### config.mk
export PLATFORM = sky130hd
export DESIGN_NAME = input_capture
export DESIGN_NICKNAME = d
export VERILOG_FILES = /design/src/rtl/simon_pkg.sv /design/src/rtl/btn_debounce.sv /design/src/rtl/input_capture.sv
export SDC_FILE = /design/constraint.sdc
export NUM_CORES = 1
export LEC_CHECK = 0
export CORE_MARGIN = 2
export CORE_UTILIZATION = 35
export DETAILED_ROUTE_END_ITERATION = 6
export GPL_ROUTABILITY_DRIVEN = 0
export GPL_TIMING_DRIVEN = 0
export PLACE_DENSITY_LB_ADDON = 0.15
export REMOVE_ABC_BUFFERS = 1
export SLEW_MARGIN = 20
export SYNTH_ARGS = -nofsm -noshare
export SYNTH_HDL_FRONTEND = slang
export SYNTH_SLANG_ARGS = --single-unit
### constraint.sdc
create_clock -name clk -period 2.75 [get_ports clk]
set_clock_uncertainty 0.15 [all_clocks]
set_input_delay 0.55 -clock clk [delete_from_list [all_inputs] [get_ports clk]]
set_output_delay 0.55 -clock clk [all_outputs]
set_load 0.02 [all_outputs]
### src/rtl/simon_pkg.sv
// Shared types and constants for the Simon game datapath.
// Holds the input-capture state encoding, colour codes and button helpers.
package simon_pkg;

    localparam int unsigned SEQ_W   = 32;
    localparam int unsigned ROUND_W = 4;

    localparam logic [1:0] COL_0 = 2'b00;
    localparam logic [1:0] COL_1 = 2'b01;
    localparam logic [1:0] COL_2 = 2'b10;
    localparam logic [1:0] COL_3 = 2'b11;

    typedef enum logic [2:0] {
        StIdle,
        StClear,
        StArmed,
        StWaitPress,
        StWaitRelease,
        StSubmit,
        StWaitAck
    } cap_state_t;

    function automatic logic is_onehot(input logic [3:0] b);
        return (b != 4'b0000) && ((b & (b - 4'd1)) == 4'b0000);
    endfunction

    function automatic logic [1:0] btn_to_code(input logic [3:0] b);
        logic [1:0] code;
        case (b)
            4'b0001: code = COL_0;
            4'b0010: code = COL_1;
            4'b0100: code = COL_2;
            4'b1000: code = COL_3;
            default: code = COL_0;
        endcase
        return code;
    endfunction

endpackage

### src/rtl/btn_debounce.sv
// Two-flop synchroniser plus stability counter for the 4 colour buttons.
// Publishes a pattern only after it has held for DEBOUNCE_CYCLES cycles.
module btn_debounce
    import simon_pkg::*;
#(
    parameter int unsigned DEBOUNCE_CYCLES = 16
) (
    input  logic       clk,
    input  logic       rst_n,
    input  logic       clr,
    input  logic [3:0] btn,
    output logic [3:0] stable,
    output logic       changed
);

    localparam int unsigned CNT_W = $clog2(DEBOUNCE_CYCLES + 1);
    localparam logic [CNT_W-1:0] CNT_MAX = CNT_W'(DEBOUNCE_CYCLES);

    logic [3:0]       sync1_q;
    logic [3:0]       sync2_q;
    logic [3:0]       prev_q;
    logic [CNT_W-1:0] cnt_q;

    always_ff @(posedge clk or negedge rst_n) begin
        if (!rst_n) begin
            sync1_q <= 4'b0000;
            sync2_q <= 4'b0000;
            prev_q  <= 4'b0000;
            cnt_q   <= '0;
            stable  <= 4'b0000;
            changed <= 1'b0;
        end else if (clr) begin
            sync1_q <= 4'b0000;
            sync2_q <= 4'b0000;
            prev_q  <= 4'b0000;
            cnt_q   <= '0;
            stable  <= 4'b0000;
            changed <= 1'b0;
        end else begin
            sync1_q <= btn;
            sync2_q <= sync1_q;
            changed <= 1'b0;
            // cnt_q counts how many consecutive cycles prev_q has been seen
            if (sync2_q != prev_q) begin
                prev_q <= sync2_q;
                cnt_q  <= CNT_W'(1);
            end else if (cnt_q != CNT_MAX) begin
                cnt_q <= cnt_q + CNT_W'(1);
            end
            if ((cnt_q == CNT_MAX) && (stable != prev_q)) begin
                stable  <= prev_q;
                changed <= 1'b1;
            end
        end
    end

endmodule

### src/rtl/input_capture.sv
// Captures the player's debounced colour presses for one round into a packed
// 2-bit-per-colour word and hands it to check_state with a submit pulse.
module input_capture
    import simon_pkg::*;
#(
    parameter int unsigned DEBOUNCE_CYCLES = 16,
    parameter int unsigned TIMEOUT_CYCLES  = 5_000_000
) (
    input  logic               clk,
    input  logic               rst_n,
    input  logic               rst_input,
    input  logic               en_input,
    input  logic [ROUND_W-1:0] round_ctr_in,
    input  logic [3:0]         btn,
    input  logic               complete_check,
    output logic [SEQ_W-1:0]   seq_in_check,
    output logic               en_check,
    output logic               input_busy,
    output logic               timeout,
    output logic [3:0]         colour_led
);

    localparam logic [23:0] TIMER_MAX = 24'(TIMEOUT_CYCLES - 1);

    cap_state_t  state_q;
    logic [4:0]  target_q;
    logic [4:0]  count_q;
    logic [23:0] timer_q;
    logic [3:0]  stable;
    logic        changed;

    btn_debounce #(
        .DEBOUNCE_CYCLES(DEBOUNCE_CYCLES)
    ) u_debounce (
        .clk    (clk),
        .rst_n  (rst_n),
        .clr    (rst_input),
        .btn    (btn),
        .stable (stable),
        .changed(changed)
    );

    assign input_busy = (state_q != StIdle);

    always_ff @(posedge clk or negedge rst_n) begin
        if (!rst_n) begin
            state_q      <= StIdle;
            target_q     <= 5'd0;
            count_q      <= 5'd0;
            timer_q      <= 24'd0;
            seq_in_check <= '0;
            en_check     <= 1'b0;
            timeout      <= 1'b0;
            colour_led   <= 4'b0000;
        end else if (rst_input) begin
            state_q      <= StIdle;
            target_q     <= 5'd0;
            count_q      <= 5'd0;
            timer_q      <= 24'd0;
            seq_in_check <= '0;
            en_check     <= 1'b0;
            timeout      <= 1'b0;
            colour_led   <= 4'b0000;
        end else begin
            en_check <= 1'b0;
            timeout  <= 1'b0;
            case (state_q)
                StIdle: begin
                    if (en_input) begin
                        target_q <= {1'b0, round_ctr_in} + 5'd1;
                        state_q  <= StClear;
                    end
                end
                StClear: begin
                    seq_in_check <= '0;
                    count_q      <= 5'd0;
                    timer_q      <= 24'd0;
                    state_q      <= StArmed;
                end
                StArmed: begin
                    // A key still held from the previous round must be released first
                    if (stable == 4'b0000) begin
                        state_q <= StWaitPress;
                    end
                end
                StWaitPress: begin
                    if (changed && is_onehot(stable)) begin
                        seq_in_check[{count_q[3:0], 1'b0} +: 2] <= btn_to_code(stable);
                        count_q    <= count_q + 5'd1;
                        colour_led <= stable;
                        timer_q    <= 24'd0;
                        state_q    <= StWaitRelease;
                    end else if (timer_q == TIMER_MAX) begin
                        timeout <= 1'b1;
                        timer_q <= 24'd0;
                        state_q <= StIdle;
                    end else begin
                        timer_q <= timer_q + 24'd1;
                    end
                end
                StWaitRelease: begin
                    if (stable == 4'b0000) begin
                        colour_led <= 4'b0000;
                        if (count_q == target_q) begin
                            en_check <= 1'b1;
                            state_q  <= StSubmit;
                        end else begin
                            state_q <= StWaitPress;
                        end
                    end
                end
                StSubmit: begin
                    state_q <= StWaitAck;
                end
                StWaitAck: begin
                    if (complete_check) begin
                        state_q <= StIdle;
                    end
                end
                default: begin
                    state_q <= StIdle;
                end
            endcase
        end
    end

endmodule
==> metrics, run 1 <==
status=complete, no violations; Congestion Overflow GR=0; Crit-path slowest cell=dfrtp_1; most common flop cell mapped by yosys=dfrtp_1; hold crit path type=flip-flop to flip-flop; final core utilization=43.08%; clock slew at reported path FFs=roughly 0.07 ns; Rel. slew slack=between 40% and 50%; Worst-Margin Slew=between 0.8 and 0.9 ns; CTS Root Cell=clkbuf_16; largest net degree at the start of global routing=50; Worst Setup Start Kind=flip-flop; Final nets=between 500 and 600; Row Count=44; Die X=~130 µm; footprint of the multi-input gates=~0.0026 mm²; Post-synth EDFFs=0; vias=between 4000 and 5000; post-synthesis cell area=~0.005 mm²; drc violations=0; first-pass detailed-route iteration total=4; Pwr per Cell Area=531.7 mW/mm²; Final Slew Violations=0; Bufs and invs on worst path=2; Yosys cell types=56; Clk network pwr share=43.1%; Clock Latency Late Sink=between 0.3 and 0.4 ns; worst path cell trace=inv_1 -> nand2_1 -> clkdlybuf4s50_1; Antenna Nets Post-Route=0; arrival time at the worst endpoint=1.88 ns; Clock Sink Count=slightly below 100; crit-path max FO=14; fraction of layout cells with a size suffix above 1=under 10%; total die area=0.01569 mm²; unrepaired setup endpoints after global routing=false; syn avg cell area=9.653 µm²; post-synth top area share=roughly 47%; sequential fraction of the synthesis area=47.18%; # diodes=0; Final Hold Viols=0; Synthesis Warnings=0; per-cell routed wire length=approximately 16 µm; DRT iter0 DRCs=214; Seq. cell area=between 0.002 and 0.0025 mm²; CTS H-tree lvls=3; PortBufs=51; routed wire length=roughly 12000 µm; Setup crit end kind=primary output; P_sw=0.8202 mW; Final min period=between 2 and 3 ns; Logic pwr share=a little under an eighth; most common cell in the netlist=dfrtp_1; critical setup path kind=flip-flop to primary output; cell area after layout=approximately 0.0062 mm²; CP required=2.05 ns; largest area contributor in the netlist=dfrtp_1; Max-Cap Viols=0; Seq pwr share=a little under half; first-pass GRT wire length=roughly 21000 µm; filler instances=1395; CTS tree=built; Synth Register Bits=97; CTS Buffer Depth=2; Pleak=2.640 nW; starting density of the core=between 30% and 40%; Core ar.=about 0.014 mm²; Synth async-reset ratio=100.0%; Worst VDD drop=between 0.0002 and 0.0003 V; post-DP HPWL=about 8500 µm; internal power=between 2 and 2.5 mW; post-layout power=about 3.3 mW; Commonest cells post-synth=dfrtp_1, nand2_1, nor2_1, mux2i_1, nand3_1; final setup fails=0; largest cells by area after synthesis=dfrtp_1, mux2i_1, nand2_1, xor2_1, a31oi_1; DP Area=around 0.0058 mm²; cts bufs inserted=9; Worst path max stage delay=roughly 0.64 ns; vias in the first global route=between 4000 and 5000; Sw Ratio=between 20% and 30%; Top delay family on crit path=buffers and inverters; Syn-to-layout area delta=20.77%; Vias/cell=~5.4; initial antenna violation count=0; crit share post-route=between 90% and 100%; Total GRT Usage=between 10% and 20%; Peak Freq=around 0.39 GHz; Die Span Y=~130 µm; IO Count=52; Post-Syn Instances=533
-- cell families (layout without fill, tap and decap cells) --
group / after synthesis / count (layout) / share of synthesized area [%]
AND/OR/NAND/NOR: 218 / 218 / 22.47
adder cells (fa/ha/maj): 8 / 8 / 1.946
buffers and inverters: 52 / 90 / 4.207
multiplexers: 29 / 29 / 5.642
AO/OA/AOI/OAI: 99 / 99 / 13.45
flip-flops: 97 / 97 / 47.18
XOR/XNOR: 30 / 30 / 5.107
-- final cells by class --
class	instances	share of cell area [%]
tap	184	3.705
timing repair buffer	55	9.021
multi-input combinational	384	41.64
clock inverter	5	1.671
sequential	97	39.07
inverter	20	1.208
clock buffer	10	3.685
-- worst register-to-register path, stage by stage, from the launching register on --
cell and delay [ns]:
dfrtp_1 0.55, nand4bb_2 0.45, a31oi_2 0.36, nand2_2 0.32
or4_1 0.55, o21ai_1 0.10
-- path summary, 6_finish.rpt --
check | start | end | slack, ns | cells past startpoint
max in group asynchronous | rst_n | colour_led[0] | 1.29 | 3
min in group asynchronous | rst_n | timer_q[11] | 0.55 | 2
max reg2reg | state_q[2] | timer_q[17] | 0.19 | 5
min | u_debounce.sync1_q[3] | u_debounce.sync2_q[3] | 0.32 | 1
min reg2reg | u_debounce.sync1_q[3] | u_debounce.sync2_q[3] | 0.32 | 1
max | state_q[2] | input_busy | 0.17 | 3
-- metal layers --
metal / track usage (%) / share of wire, % / vias up
met5: 0 / 0 / -
met4: 4.837 / 1.1 / 0
met3: 3.252 / 2.8 / 12
met2: 26.44 / 49 / 63
met1: 22.54 / 48 / 2039
li1: - / - / 1996
-- what timing repair did --
| action | in CTS | in global routing |
|---|---|---|
| gates resized for setup | 1 | 6 |
| endpoints found under the hold margin | 2 | 0 |
| buffers inserted | 0 | 0 |
| setup endpoints to repair | 6 | 37 |
| hold buffers | 1 | 0 |
| gates cloned | 0 | 0 |
-- registers in the layout, summed over array words and instances (netlist names) --
| name | cells |
|---|---|
| count_q | 5 |
| colour_led | 4 |
| u_debounce.changed | 1 |
| u_debounce.sync1_q | 4 |
| target_q | 5 |
| timer_q | 24 |
| u_debounce.prev_q | 4 |
| seq_in_check | 32 |
| u_debounce.sync2_q | 4 |
| state_q | 3 |
| en_check | 1 |
| u_debounce.stable | 4 |
| u_debounce.cnt_q | 5 |
| timeout | 1 |
-- cell usage in the layout, fill, tap and decap left out, types with 10 or more instances in the layout --
master / instances
xor2_1: 16
nor2b_1: 14
nor2_1: 29
or4_1: 10
o21ai_0: 11
clkdlybuf4s50_1: 49
nor4_1: 10
xnor2_1: 13
mux2i_1: 29
nand2_1: 59
and3_1: 10
inv_1: 20
a31oi_1: 19
a32o_1: 10
nand3_1: 25
nor3_1: 11
dfrtp_1: 97
a21oi_1: 12
-- power groups by stage --
stage                     registers, mW  clock network, mW  logic, mW
after floorplan                    1.51                  0      0.223
after global placement             1.52                  0      0.356
after detailed placement           1.52                  0      0.380
after CTS                          1.50               1.46      0.383
after global routing               1.50               1.53      0.426
final                              1.50               1.42      0.382
-- through the flow --
step	setup slack, ns	TNS, ns	cells	hold slack (ns)
final	0.1697	0	755	0.3201
after floorplan	0.1364	0	501	0.1044
after detailed placement	-0.3831	-9.273	739	0.3033
after CTS	0.09210	0	755	0.3176
after global placement	-2.808	-385.11	736	0.2978
after global routing	0.03172	0	755	0.3371
No activity file was read; power rests on OpenSTA's default activity.
==> inputs of run 2 (changes only) <==
- CORE_UTILIZATION: 35 -> 40
- MAX_ROUTING_LAYER: unset -> met4
==> metrics, run 2 (synthesis results as in run 1) <==
Pwr per Cell Area=514.4 mW/mm² (-3.3%); commonest non-fill, non-tap cell in the layout=dfrtp_1; setup tns final=0 ns (unchanged); largest registers=seq_in_check: 32 flops, timer_q: 24 flops; CTS H-tree lvls=3 (unchanged); Antenna Nets Post-Route=0 (unchanged); # diodes=0 (unchanged); Max-Cap Viols=0 (unchanged); Final min period=2.580 ns (-0.0003160 ns); Worst Hold Slack=0.3197 ns (-0.0004130 ns); PortBufs=51 (unchanged); largest net degree at the start of global routing=59 (+18%); drc violations=0 (unchanged); Worst Setup Start Kind=flip-flop; Die Span Y=117.4 µm (-6.3%); Vias/cell=5.509 (+1.2%); Reg with most FFs=seq_in_check; critical setup path kind=flip-flop to flip-flop; Total GRT Usage=18.59% (+2.2 points); clock slew at reported path FFs=0.07 ns (about the same); filler instances=1170 (-16%); Clock Sink Count=97 (unchanged); initial antenna violation count=0 (unchanged); status=complete, no violations; most frequent cells in the layout=dfrtp_1, nand2_1, clkdlybuf4s50_1; arrival time at the worst endpoint=2.67 ns (+0.79 ns); Die X=117.4 µm (-6.3%); per-cell routed wire length=15.96 µm (-3.2%); first-pass detailed-route iteration total=4 (unchanged); starting density of the core=40.94% (+5.3 points); Rel. slew slack=46.96% (+6.6 points); number of setup buffers added after CTS=0 (unchanged); Pleak=2.642 nW (about the same); cts bufs inserted=9 (unchanged); routed wire length=11920 µm (-4.2%); fraction of layout cells with a size suffix above 1=6.957% (+0.30 points); Peak Freq=0.3876 GHz (about the same); vias in the first global route=4068 (-1.9%); Congestion Overflow GR=0 (unchanged); max reg flops=32 (unchanged); Core ar.=0.01257 mm² (-13%); PnR worst setup slack=0.1700 ns (+0.0003160 ns); Clock Latency Late Sink=0.35 ns (about the same); reg2reg start=count_q[0]; Place WS=-0.2661 ns (+0.1171 ns); Final Hold Viols=0 (unchanged); first-pass GRT wire length=20330 µm (-3.9%); total die area=0.01379 mm² (-12%); CTS tree=built; DRT iter0 DRCs=243 (+14%); CTS Root Cell=clkbuf_16; Worst Setup SP=count_q[0]; post-DP HPWL=8293 µm (-2.6%); vias=4115 (+0.12%); unrepaired setup endpoints after global routing=false; Setup crit end kind=flip-flop; Row Count=41 (-6.8%); crit share post-route=93.82% (about the same); Worst VDD drop=0.0003138 V (+15%); post-layout power=3.177 mW (-3.8%); Final Slew Violations=0 (unchanged); Syn-to-layout area delta=20.06%; CTS Buffer Depth=2 (unchanged); crit-path max FO=11 (-3); final setup fails=0 (unchanged); hold_sp=u_debounce.sync1_q[3]; Final nets=591 (+0.51%); IO Count=52 (unchanged); hold crit path type=flip-flop to flip-flop; Worst-Margin Slew=0.7897 ns (-0.09757 ns); CP required=2.84 ns (+0.79 ns)
## run 2: worst paths after layout
kind / end / slack (ns) / cells past startpoint
max: seq_in_check[25] / 0.17 / 7
min in group asynchronous: timer_q[23] / 0.52 / 2
min reg2reg: u_debounce.sync2_q[3] / 0.32 / 1
max in group asynchronous: u_debounce.cnt_q[0] / 1.32 / 3
max reg2reg: seq_in_check[25] / 0.17 / 7
min: u_debounce.sync2_q[3] / 0.32 / 1
## run 2: timing repair
action / in CTS / in global routing
endpoints found under the setup margin: 0 / 31
resized for setup: 0 / 4
hold buffers: 1 / 0
endpoints found under the hold margin: 39 / 0
## run 2: per-stage QoR
stage	utilization [%]	instances	area [µm²]
after floorplan	-	501	5004
after global placement	45.58	724	5729
after detailed placement	46.43	730	5836
after CTS	48.96	747	6153
after global routing	49.15	747	6177
final	49.15	747	6177
## run 2: cell type report
class	count	area, µm²	area share [%]
clock buffer	12	256.5	4.152
clock inverter	4	51.30	0.8305
multi-input combinational	384	2556	41.38
timing repair buffer	58	595.6	9.641
tap	172	215.2	3.484
sequential	97	2427	39.30
inverter	20	75.07	1.215
## run 2: routing by layer
| metal | vias up | track usage, % | part of all wire [%] |
|---|---|---|---|
| met1 | 2023 | 25.85 | 49 |
| met4 | 0 | 4.669 | 1.0 |
| li1 | 2000 | - | - |
| met3 | 10 | 3.842 | 4.0 |
| met2 | 82 | 27.92 | 46 |
| met5 | - | - | 0 |
## run 2: critical path, stage by stage, from the launching register on
cell     delay, ns
dfrtp_1       0.62
inv_1         0.18
ha_1          0.44
nor2_1        0.16
nand3_1       0.11
o31ai_1       0.44
nand2_1       0.13
a22o_1        0.24
## run 2: power by group
part           internal, mW  switching [mW]  leakage (nW)
registers              1.45          0.0421          1.34
clock network         0.755           0.544         0.149
logic                 0.145           0.236          1.15
total                  2.35           0.822          2.64
